$ cat src/rtl/table_writer.sv
// table_writer: write-port master for the rows x cols tile table; single-tile write or whole-table fill.
// Latency: the write is driven the cycle after accept; done marks the final write. Backpressure: cmd_ready only in IDLE.
// Optional TABLE_WRITER_BOUNDS_CHECK_EN: out-of-range single writes are dropped and flagged with err+done.
module table_writer #(
    parameter int rows       = 30,
    parameter int cols       = 40,
    parameter int addr_width = 11,
    parameter int nsprites   = 4,
    parameter int row_width  = 5,
    parameter int col_width  = 6
) (
    input  logic                  clk,
    input  logic                  rst_n,
    input  logic                  cmd_valid,
    output logic                  cmd_ready,
    input  logic                  cmd_op,
    input  logic [row_width-1:0]  cmd_row,
    input  logic [col_width-1:0]  cmd_col,
    input  logic [nsprites-1:0]   cmd_tile,
    output logic                  ram_we,
    output logic [addr_width-1:0] ram_waddr,
    output logic [nsprites-1:0]   ram_din,
    output logic                  busy,
    output logic                  done,
    output logic                  err
);

    typedef enum logic [1:0] {IDLE, SINGLE, FILL} state_t;

    localparam logic [addr_width-1:0] last_addr = addr_width'(rows * cols - 1);

    state_t                state, state_nxt;
    logic                  we_nxt, busy_nxt, done_nxt, err_nxt;
    logic [addr_width-1:0] waddr_nxt;
    logic [nsprites-1:0]   din_nxt;

    assign cmd_ready = (state == IDLE);

    always_ff @(posedge clk or negedge rst_n) begin
        if (!rst_n) begin
            state     <= IDLE;
            ram_we    <= 1'b0;
            ram_waddr <= '0;
            ram_din   <= '0;
            busy      <= 1'b0;
            done      <= 1'b0;
            err       <= 1'b0;
        end else begin
            state     <= state_nxt;
            ram_we    <= we_nxt;
            ram_waddr <= waddr_nxt;
            ram_din   <= din_nxt;
            busy      <= busy_nxt;
            done      <= done_nxt;
            err       <= err_nxt;
        end
    end

    // Outputs are computed one cycle ahead so the registered write lines up with the state it belongs to.
    always_comb begin
        state_nxt = state;
        we_nxt    = 1'b0;
        waddr_nxt = ram_waddr;
        din_nxt   = ram_din;
        busy_nxt  = 1'b0;
        done_nxt  = 1'b0;
        err_nxt   = 1'b0;
        case (state)
            IDLE: begin
                if (cmd_valid) begin
                    busy_nxt = 1'b1;
                    if (cmd_op) begin
                        state_nxt = FILL;
                        we_nxt    = 1'b1;
                        waddr_nxt = '0;
                        din_nxt   = cmd_tile;
                        done_nxt  = (last_addr == '0);
                    end else begin
                        state_nxt = SINGLE;
                        done_nxt  = 1'b1;
`ifdef TABLE_WRITER_BOUNDS_CHECK_EN
                        if ((32'(cmd_row) >= 32'(rows)) || (32'(cmd_col) >= 32'(cols))) begin
                            err_nxt = 1'b1;
                        end else begin
                            we_nxt    = 1'b1;
                            waddr_nxt = addr_width'(32'(cmd_row) * 32'(cols) + 32'(cmd_col));
                            din_nxt   = cmd_tile;
                        end
`else
                        we_nxt    = 1'b1;
                        waddr_nxt = addr_width'(32'(cmd_row) * 32'(cols) + 32'(cmd_col));
                        din_nxt   = cmd_tile;
`endif
                    end
                end
            end
            SINGLE: begin
                state_nxt = IDLE;
            end
            FILL: begin
                if (ram_waddr == last_addr) begin
                    state_nxt = IDLE;
                end else begin
                    we_nxt    = 1'b1;
                    busy_nxt  = 1'b1;
                    waddr_nxt = ram_waddr + 1'b1;
                    done_nxt  = (waddr_nxt == last_addr);
                end
            end
            default: begin
                state_nxt = IDLE;
            end
        endcase
    end

endmodule

$ cat config.mk
export PLATFORM = sky130hd
export DESIGN_NAME = table_writer
export DESIGN_NICKNAME = d
export VERILOG_FILES = /design/src/rtl/table_writer.sv
export SDC_FILE = /design/constraint.sdc
export NUM_CORES = 1
export LEC_CHECK = 0
export CAP_MARGIN = 20
export CORE_ASPECT_RATIO = 0.6
export CORE_MARGIN = 3
export CORE_UTILIZATION = 27
export DETAILED_ROUTE_END_ITERATION = 6
export PLACE_DENSITY = 0.62
export SKIP_CTS_REPAIR_TIMING = 1
export SYNTH_ARGS = -nofsm -noshare
export SYNTH_HDL_FRONTEND = slang
export SYNTH_SLANG_ARGS = --single-unit
export TNS_END_PERCENT = 1
$ cat constraint.sdc
create_clock -name clk -period 2.5 [get_ports clk]
set_input_delay 0.5 -clock clk [delete_from_list [all_inputs] [get_ports clk]]
set_output_delay 0.5 -clock clk [all_outputs]
set_load 0.02 [all_outputs]
==> run metrics, run 1 <==
Fillers=536; first-pass GRT wire length=6272 microns; dpl hpwl=2892 microns; area delta synth->final=39.01%; Peak VDD IR=0.5104 mV; GRT Util Overall=12.38%; nets@finish=241; post-placement cell count=270; Core Region=5155 sq um; Power Dens Cells=1033 nW/um^2; leakage power=0.8668 nW; CTS root buffer=clkbuf_8; Ports=39; Initial Util=28.37%; Die Wd=101.0 microns; PortBufs=37; Synth cell types=45; slowest CP cell=clkdlybuf4s50_1; setup violators final=0; vias in the first global route=1255; Slew @ Worst Pin=583.0 ps; end of the critical path=ram_waddr[9]$_DFFE_PN0P_; internal reg-to-reg setup slack=400 ps; Worst Path Max Fanout=2; post-route ant nets=0; max-slew violation count=0; largest buffer count on any clock path=2; Synth Instances=161; largest net degree at the start of global routing=20; worst path cell trace=clkdlybuf4s50_1 -> ha_1 -> ha_2 -> inv_1 -> fa_1 -> nand2b_4 -> nor2_2 -> o21ai_2 -> a311oi_2 -> o31ai_1; Synth Area per Inst=9.085 sq um; initial DRC count=68; RSZ-0062 raised after global routing=false; synth warn=0; Reg area=475.5 sq um; FMAX=416.6 MHz; Worst EP arrival=2550 ps; relative slew slack=61.13%; Die Area=6365 sq um; Crit Reg-Reg Startpoint=ram_waddr[0]$_DFFE_PN0P_; multi-input logic area=917.1 sq um; DR vias=1355; grt total ovfl=0; drt total wl=3670 microns; floorplan row count=20; Max Cap Viol=0; CTS HTree Levels=1; Initial DRT Pass Iterations=4; Synth Flop Type=dfrtp_1; FF-to-FF path depth=9; Post-Syn Nets=193; Die H=63.01 microns; via/cell ratio=4.945; max incr delay on CP=500 ps; count of state elements after synthesis=19; sequential share of the synthesized area=32.51%; beginning of the critical path=cmd_row[2]; fraction of registers with async set/reset=100.0%; area post-placement=1967 sq um; Setup CP Type=in -> reg; Hold Violations, Final=0; routed length per instance=13.39 microns; FF-to-FF End=done$_DFF_PN0_; EDFF count, synth=0; Critical Path Start Type=primary input; design area=2033 sq um; clock latency on the worst-skew pair=270 ps; # DRC=0; number of diodes=0; Num CTS Buffers=3; Final Cycle Share=96.02%; Layout Cells excl Fill=274; synthesized area=1463 sq um; CTS tree=done; WP data required=2650 ps; Clock Sinks=19; GPL Wtd Cong=0.8564; Pwr Total=0.002100 W; Setup Skew=4.248 ps; initial antenna violation count=0; crit path capture type=flip-flop; Final Critical Period=2400 ps; layout cell share with drive strength beyond 1=14.90%; Worst Hold Class=reg -> reg; Reg clk slew, reported paths=70 ps; outcome=finished clean
[per-layer routing]
| layer | vias up | share of wire (%) | GRT usage [%] |
|---|---|---|---|
| met5 | - | 0 | 0 |
| met4 | 0 | 0.57 | 2.488 |
| met3 | 3 | 8.3 | 5.686 |
| met2 | 44 | 38 | 15.08 |
| met1 | 632 | 53 | 19.22 |
| li1 | 676 | - | - |
[through the flow]
stage / setup TNS, ps / utilization (%) / hold WS [ps] / setup WS (ps)
2_1_floorplan: 0 / - / 204.4 / 194.3
3_3_place_gp: -922.6 / 38.16 / 486.5 / -324.8
3_5_place_dp: -1086 / 38.16 / 498.8 / -401.9
4_1_cts: -137.0 / 39.03 / 515.7 / -137.0
5_1_grt: 0 / 39.44 / 535.0 / 43.47
6_report: 0 / 39.44 / 508.7 / 99.60
[cells by family (layout without fill, tap and decap cells)]
group	count (synthesis)	count (layout)	share of synthesized area (%)
other	1	1	0.2564
muxes	6	6	4.534
xor gates and xnor gates	8	8	4.790
buffers and inverters	18	65	5.902
DFF	19	19	32.51
and+or+nand+nor	50	50	19.50
AOI/OAI and AO/OA	46	46	20.36
adders and majority gates	13	13	12.15
[flip-flops by register name, summed over array words and instances, names as in the netlist]
name	flops
ram_waddr	11
ram_din	4
done	1
state	2
busy	1
[critical path, delay by kind of cell]
family	cells	cell delay [ps]
AO/OA/AOI/OAI	3	440
adder cells (fa/ha/maj)	3	800
buffers and inverters	2	550
AND/OR/NAND/NOR	2	270
[power breakdown]
part	internal (W)	switching (W)	leakage, nW
Sequential	0.000447	0.000200	0.236
Clock	0.000114	0.000111	0.0228
Combinational	0.000585	0.000644	0.608
[cell usage in the layout, fill, tap and decap left out, types with 2 or more instances in the layout]
master / n
a211o_1: 2
o22ai_1: 2
fa_1: 2
nand2b_1: 3
buf_4: 12
nand2_1: 9
nand3_1: 6
a22oi_1: 2
o21ai_0: 11
dfrtp_1: 19
clkdlybuf4s50_1: 35
ha_1: 10
clkbuf_8: 3
inv_1: 10
a21o_1: 2
xor2_1: 4
xnor2_1: 4
nor3_1: 4
nor4_1: 3
mux2_2: 5
nor2_1: 10
and4_1: 3
a21oi_1: 14
nor2b_1: 4
a31oi_1: 3
dlymetal6s2s_1: 2
[Yosys cell counts (2+ instances only)]
| master | count | area share [%] |
|---|---|---|
| xor2_1 | 4 | 2.4 |
| nand2b_1 | 4 | 1.7 |
| mux2_2 | 5 | 3.8 |
| a31oi_1 | 3 | 1.3 |
| ha_1 | 11 | 9.4 |
| nor3_1 | 4 | 1.4 |
| nor2b_1 | 4 | 1.7 |
| nand3_1 | 6 | 2.1 |
| a21oi_1 | 14 | 4.8 |
| fa_1 | 2 | 2.7 |
| buf_4 | 2 | 1.0 |
| nor4_1 | 3 | 1.3 |
| a211o_1 | 2 | 1.2 |
| and4_1 | 3 | 1.8 |
| dfrtp_1 | 19 | 33 |
| a22oi_1 | 2 | 1.0 |
| inv_1 | 10 | 2.6 |
| o21ai_0 | 12 | 4.1 |
| xnor2_1 | 4 | 2.4 |
| o22ai_1 | 2 | 0.86 |
| nor2_1 | 11 | 2.8 |
| clkbuf_1 | 2 | 0.51 |
| nand2_1 | 9 | 2.3 |
| a21o_1 | 2 | 1.0 |
[final cells by class]
| class | count | area share (%) |
|---|---|---|
| Multi-Input combinational cell | 124 | 45.11 |
| Sequential cell | 19 | 23.38 |
| Timing Repair Buffer | 49 | 22.89 |
| Tap cell | 66 | 4.062 |
| Inverter | 12 | 2.338 |
| Clock buffer | 4 | 2.215 |
[worst min-delay path by stage]
| stage | depth (start not counted) | startpoint | endpoint | slack (ps) |
|---|---|---|---|---|
| 2_1_floorplan | 0 | rst_n | busy$_DFF_PN0_ | 200 |
| 3_3_place_gp | 1 | ram_din[3]$_DFFE_PN0P_ | ram_din[3]$_DFFE_PN0P_ | 490 |
| 3_5_place_dp | 1 | ram_din[3]$_DFFE_PN0P_ | ram_din[3]$_DFFE_PN0P_ | 500 |
| 4_1_cts | 1 | ram_din[3]$_DFFE_PN0P_ | ram_din[3]$_DFFE_PN0P_ | 520 |
| 5_1_grt | 1 | ram_din[2]$_DFFE_PN0P_ | ram_din[2]$_DFFE_PN0P_ | 540 |
| 6_report | 1 | ram_din[1]$_DFFE_PN0P_ | ram_din[1]$_DFFE_PN0P_ | 510 |
Power figures use the tool's default switching activity.
==> run 2, diff against run 1 <==
SKIP_CTS_REPAIR_TIMING = unset   (was 1)
==> run metrics, run 2 (synthesis results as in run 1) <==
Hold Violations, Final=0 (unchanged); first-pass GRT wire length=6279 microns (+0.11%); routed length per instance=13.39 microns (about the same); Power Dens Cells=1035 nW/um^2 (+0.17%); WP data required=2650 ps (about the same); Reg area=475.5 sq um (unchanged); area delta synth->final=38.75%; leakage power=0.8590 nW (-0.90%); CP top delay family=adder cells; Die H=63.01 microns (unchanged); Fin Hold WS=508.7 ps (unchanged); Ports=39 (unchanged); drt total wl=3668 microns (about the same); initial DRC count=68 (unchanged); GR Util met2=15.16% (+0.082 points); CTS tree=done; dpl hpwl=2892 microns (unchanged); crit path buf inv count=2 (unchanged); Num CTS Buffers=3 (unchanged); initial antenna violation count=0 (unchanged); floorplan row count=20 (unchanged); CTS HTree Levels=1 (unchanged); beginning of the critical path=cmd_row[2]; end of the critical path=ram_waddr[9]$_DFFE_PN0P_; Final Cycle Share=96.02% (about the same); Final TNS setup=0 ps (unchanged); max-slew violation count=0 (unchanged); FF-to-FF path depth=9 (unchanged); most frequent cells in the layout=clkdlybuf4s50_1, dfrtp_1, a21oi_1; Final Util=39.37% (-0.073 points); slowest CP cell=clkdlybuf4s50_1; internal reg-to-reg setup slack=400 ps (about the same); GR peak layer=met1; # DRC=0 (unchanged); Max Cap Viol=0 (unchanged); worst path cell trace=clkdlybuf4s50_1 -> ha_1 -> ha_2 -> inv_1 -> fa_1 -> nand2b_4 -> nor2_2 -> o21ai_2 -> a311oi_2 -> o31ai_1; Setup Skew=4.248 ps (unchanged); largest buffer count on any clock path=2 (unchanged); RSZ-0062 raised after global routing=false; outcome=finished clean; Critical Path Start Type=primary input; Critical Path Stages=10 (unchanged); vias in the first global route=1256 (+0.080%); max incr delay on CP=500 ps (about the same); FF-to-FF End=done$_DFF_PN0_; Final Critical Period=2400 ps (-0.0004000 ps); GRT Util Overall=12.38% (unchanged); Die Area=6365 sq um (unchanged); Initial DRT Pass Iterations=4 (unchanged); Die Wd=101.0 microns (unchanged); Crit Reg-Reg Startpoint=ram_waddr[0]$_DFFE_PN0P_; Slew @ Worst Pin=583.0 ps (unchanged); post-placement cell count=270 (unchanged); DR vias=1355 (unchanged); Layout Cells excl Fill=274 (unchanged); clock latency on the worst-skew pair=270 ps (about the same); multi-input logic area=917.1 sq um (unchanged); Worst Hold Class=reg -> reg; post-route ant nets=0 (unchanged); PortBufs=37 (unchanged); Pwr Total=0.002100 W (about the same); commonest non-fill, non-tap cell in the layout=clkdlybuf4s50_1; FMAX=416.6 MHz (unchanged); setup violators final=0 (unchanged); largest net degree at the start of global routing=20 (unchanged); CTS root buffer=clkbuf_8; nets@finish=241 (unchanged); Initial Util=28.37% (unchanged); Worst Path Max Fanout=2 (unchanged); layout cell share with drive strength beyond 1=14.90% (unchanged); grt total ovfl=0 (unchanged); number of diodes=0 (unchanged); Largest register FFs=11 (unchanged); Reg clk slew, reported paths=70 ps (about the same); Core Region=5155 sq um (unchanged); crit path capture type=flip-flop; biggest regs=ram_waddr x11, ram_din x4, state x2; Setup CP Type=in -> reg; Reg with most FFs=ram_waddr; via/cell ratio=4.945 (unchanged); Peak VDD IR=0.5104 mV (unchanged); met3 global-route usage=5.686% (unchanged); Clock Sinks=19 (unchanged); GR Util met1=19.15% (-0.068 points); GPL Wtd Cong=0.8564 (unchanged); relative slew slack=61.13% (unchanged); Worst EP arrival=2550 ps (about the same); Fillers=538 (+0.37%)
run 2: cell types whose count changed in the layout (fill, tap and decap cells not counted):
cell	previous run	this run
dlymetal6s2s_1	2	1
dlygate4sd2_1	0	1
run 2: final cells by class:
type	count	area share [%]
Multi-Input combinational cell	124	45.19
Sequential cell	19	23.43
Timing Repair Buffer	49	22.75
Tap cell	66	4.069
Inverter	12	2.343
Clock buffer	4	2.219
run 2: what timing repair did:
action | 4_1_cts | 5_1_grt
setup endpoints to repair | 1 | 3
setup buffers | 0 | 0
pin swaps | 1 | 0
gates resized for setup | 6 | 1
hold buffers | 0 | 0
run 2: how the worst min path moves through the flow:
stage	from	endpoint	slack [ps]	cells after the start
floorplan	rst_n	busy$_DFF_PN0_	200	0
global placement	ram_din[3]$_DFFE_PN0P_	ram_din[3]$_DFFE_PN0P_	490	1
detailed placement	ram_din[3]$_DFFE_PN0P_	ram_din[3]$_DFFE_PN0P_	500	1
CTS	ram_din[3]$_DFFE_PN0P_	ram_din[3]$_DFFE_PN0P_	520	1
global route	ram_din[2]$_DFFE_PN0P_	ram_din[2]$_DFFE_PN0P_	540	1
finish	ram_din[1]$_DFFE_PN0P_	ram_din[1]$_DFFE_PN0P_	510	1
run 2: per-stage QoR:
| stage | worst slack, ps | cell area (sq um) |
|---|---|---|
| global route | 43.47 | 2029 |
| floorplan | 194.3 | 1463 |
| CTS | 29.20 | 2027 |
| finish | 99.60 | 2029 |
| detailed placement | -401.9 | 1967 |
| global placement | -324.8 | 1967 |
run 2: report_power, final:
| part | internal [W] | total, W | switching [W] |
|---|---|---|---|
| logic | 0.000585 | 0.00123 | 0.000644 |
| registers | 0.000447 | 0.000647 | 0.000200 |
| clock network | 0.000114 | 0.000225 | 0.000111 |
| total | 0.00115 | 0.00210 | 0.000954 |
run 2: metal layers:
| layer | up-vias | part of all wire (%) |
|---|---|---|
| li1 | 676 | - |
| met1 | 632 | 53 |
| met2 | 44 | 38 |
| met3 | 3 | 8.3 |
| met4 | 0 | 0.57 |
| met5 | - | 0 |
==> run 3, diff against run 2 <==
--- a/config.mk
+++ b/config.mk
@@ -13,2 +13,3 @@
 export PLACE_DENSITY = 0.62
+export SETUP_SLACK_MARGIN = 0.3
 export SYNTH_ARGS = -nofsm -noshare
==> constraint.sdc (replaced) <==
create_clock -name clk -period 2.5 [get_ports clk]
set_input_delay 0.25 -clock clk [delete_from_list [all_inputs] [get_ports clk]]
set_output_delay 0.25 -clock clk [all_outputs]
set_load 0.02 [all_outputs]
==> run metrics, run 3 (synthesis results as in run 1) <==
Worst Hold Class=in -> async; Final Critical Period=2049 ps (-351.0 ps); Ports=39 (unchanged); Max Cap Viol=0 (unchanged); crit path buf inv count=3 (+1); WL met2=1491 microns (+8.0%); most frequent cells in the layout=clkdlybuf4s50_1, dfrtp_1, a21oi_1; Pwr Total=0.002104 W (+0.20%); max incr delay on CP=530 ps (+30 ps); WL met1=2004 microns (+2.2%); Final TNS setup=0 ps (unchanged); worst path cell trace=clkdlybuf4s50_1 -> ha_1 -> ha_2 -> inv_2 -> fa_2 -> nand2b_4 -> buf_4 -> nor2_2 -> xor2_1 -> o21ai_0; crit path capture type=flip-flop; RSZ-0062 raised after global routing=false; leakage power=0.8413 nW (-2.1%); Reg clk slew, reported paths=80 ps (about the same); Clock Sinks=19 (unchanged); Power Dens Cells=1043 nW/um^2 (+0.82%); Initial DRT Pass Iterations=4 (unchanged); Largest register FFs=11 (unchanged); clock latency on the worst-skew pair=260 ps (about the same); design area=2017 sq um (-0.62%); DR vias=1330 (-1.8%); layout cell share with drive strength beyond 1=16.59% (+1.7 points); FMAX=487.9 MHz (+17%); GRT Util Overall=12.60% (+0.23 points); dpl hpwl=2924 microns (+1.1%); vias in the first global route=1343 (+6.9%); setup violators final=0 (unchanged); commonest non-fill, non-tap cell in the layout=clkdlybuf4s50_1; relative slew slack=61.47% (+0.33 points); # DRC=0 (unchanged); WP data required=2680 ps (+30 ps); Die H=63.01 microns (unchanged); Peak VDD IR=0.4562 mV (-11%); Worst EP arrival=2230 ps (-320 ps); Num CTS Buffers=3 (unchanged); Fin Hold WS=333.4 ps (-175.2 ps); Final Cycle Share=81.98% (-14 points); slowest CP cell=fa_2; post-route ant nets=0 (unchanged); Setup CP Type=in -> reg; CTS root buffer=clkbuf_8; Initial Util=28.37% (unchanged); Layout Cells excl Fill=271 (-1.1%); Hold Violations, Final=0 (unchanged); number of diodes=0 (unchanged); max-slew violation count=0 (unchanged); CTS tree=done; largest net degree at the start of global routing=20 (unchanged); drt total wl=3799 microns (+3.6%); nets@finish=238 (-1.2%); floorplan row count=20 (unchanged); initial antenna violation count=0 (unchanged); Setup Skew=7.902 ps (+3.653 ps); area delta synth->final=37.90%; grt total ovfl=0 (unchanged); Reg with most FFs=ram_waddr; CP top delay family=adder cells; first-pass GRT wire length=6610 microns (+5.3%); Die Area=6365 sq um (unchanged); Worst Path Max Fanout=2 (unchanged); GPL Wtd Cong=0.8276 (-3.4%); routed length per instance=14.02 microns (+4.7%); largest buffer count on any clock path=2 (unchanged); post-placement cell count=266 (-1.5%); highest routed layer=met4; biggest regs=ram_waddr x11, ram_din x4, state x2; via/cell ratio=4.908 (-0.76%); PortBufs=37 (unchanged); area post-placement=1937 sq um (-1.5%); outcome=finished clean; CTS HTree Levels=1 (unchanged); initial DRC count=110 (+62%); Die Wd=101.0 microns (unchanged); Slew @ Worst Pin=578.0 ps (-5.003 ps); WL met3=298 microns (-2.0%); Core Region=5155 sq um (unchanged); internal reg-to-reg setup slack=470 ps (+70 ps); Critical Path Start Type=primary input
-- run 3: per-stage QoR --
stage / worst slack (ps) / utilization (%)
detailed placement: -140.3 / 37.57
floorplan: 444.3 / -
global route: 312.4 / 39.13
global placement: -72.60 / 37.57
CTS: 321.5 / 38.74
finish: 450.6 / 39.13
-- run 3: layer usage --
layer / track usage [%] / vias to the layer above
met5: 0 / -
met4: 0.6633 / 0
met3: 4.348 / 2
met2: 16.97 / 49
met1: 19.88 / 613
li1: - / 666
-- run 3: layout make-up --
| class | instances | area (sq um) |
|---|---|---|
| Sequential cell | 19 | 478.0 |
| Fill cell | 533 | 3138 |
| Inverter | 12 | 47.55 |
| Timing Repair Buffer | 46 | 439.2 |
| Tap cell | 66 | 82.58 |
| Clock buffer | 4 | 45.04 |
| Multi-Input combinational cell | 124 | 924.6 |
-- run 3: power by group --
group / leakage, nW / total, W / switching (W) / internal, W
Clock: 0.0228 / 0.000226 / 0.000112 / 0.000114
Combinational: 0.585 / 0.00122 / 0.000642 / 0.000575
Sequential: 0.234 / 0.000662 / 0.000211 / 0.000450
-- run 3: timing repair --
action / CTS / global route
buffers inserted: 0 / 1
gates resized for setup: 6 / 8
pin swaps: 0 / 5
endpoints found under the setup margin: 3 / 5
hold buffers: 0 / 0
-- run 3: worst paths after layout --
kind,to,cells after the start,startpoint
min reg2reg,ram_din[1]$_DFFE_PN0P_,1,ram_din[1]$_DFFE_PN0P_
min,busy$_DFF_PN0_,2,rst_n
max reg2reg,ram_waddr[9]$_DFFE_PN0P_,9,ram_waddr[0]$_DFFE_PN0P_
max in group asynchronous,ram_waddr[0]$_DFFE_PN0P_,2,rst_n
max,ram_waddr[8]$_DFFE_PN0P_,10,cmd_row[2]
min in group clk,ram_din[1]$_DFFE_PN0P_,1,ram_din[1]$_DFFE_PN0P_
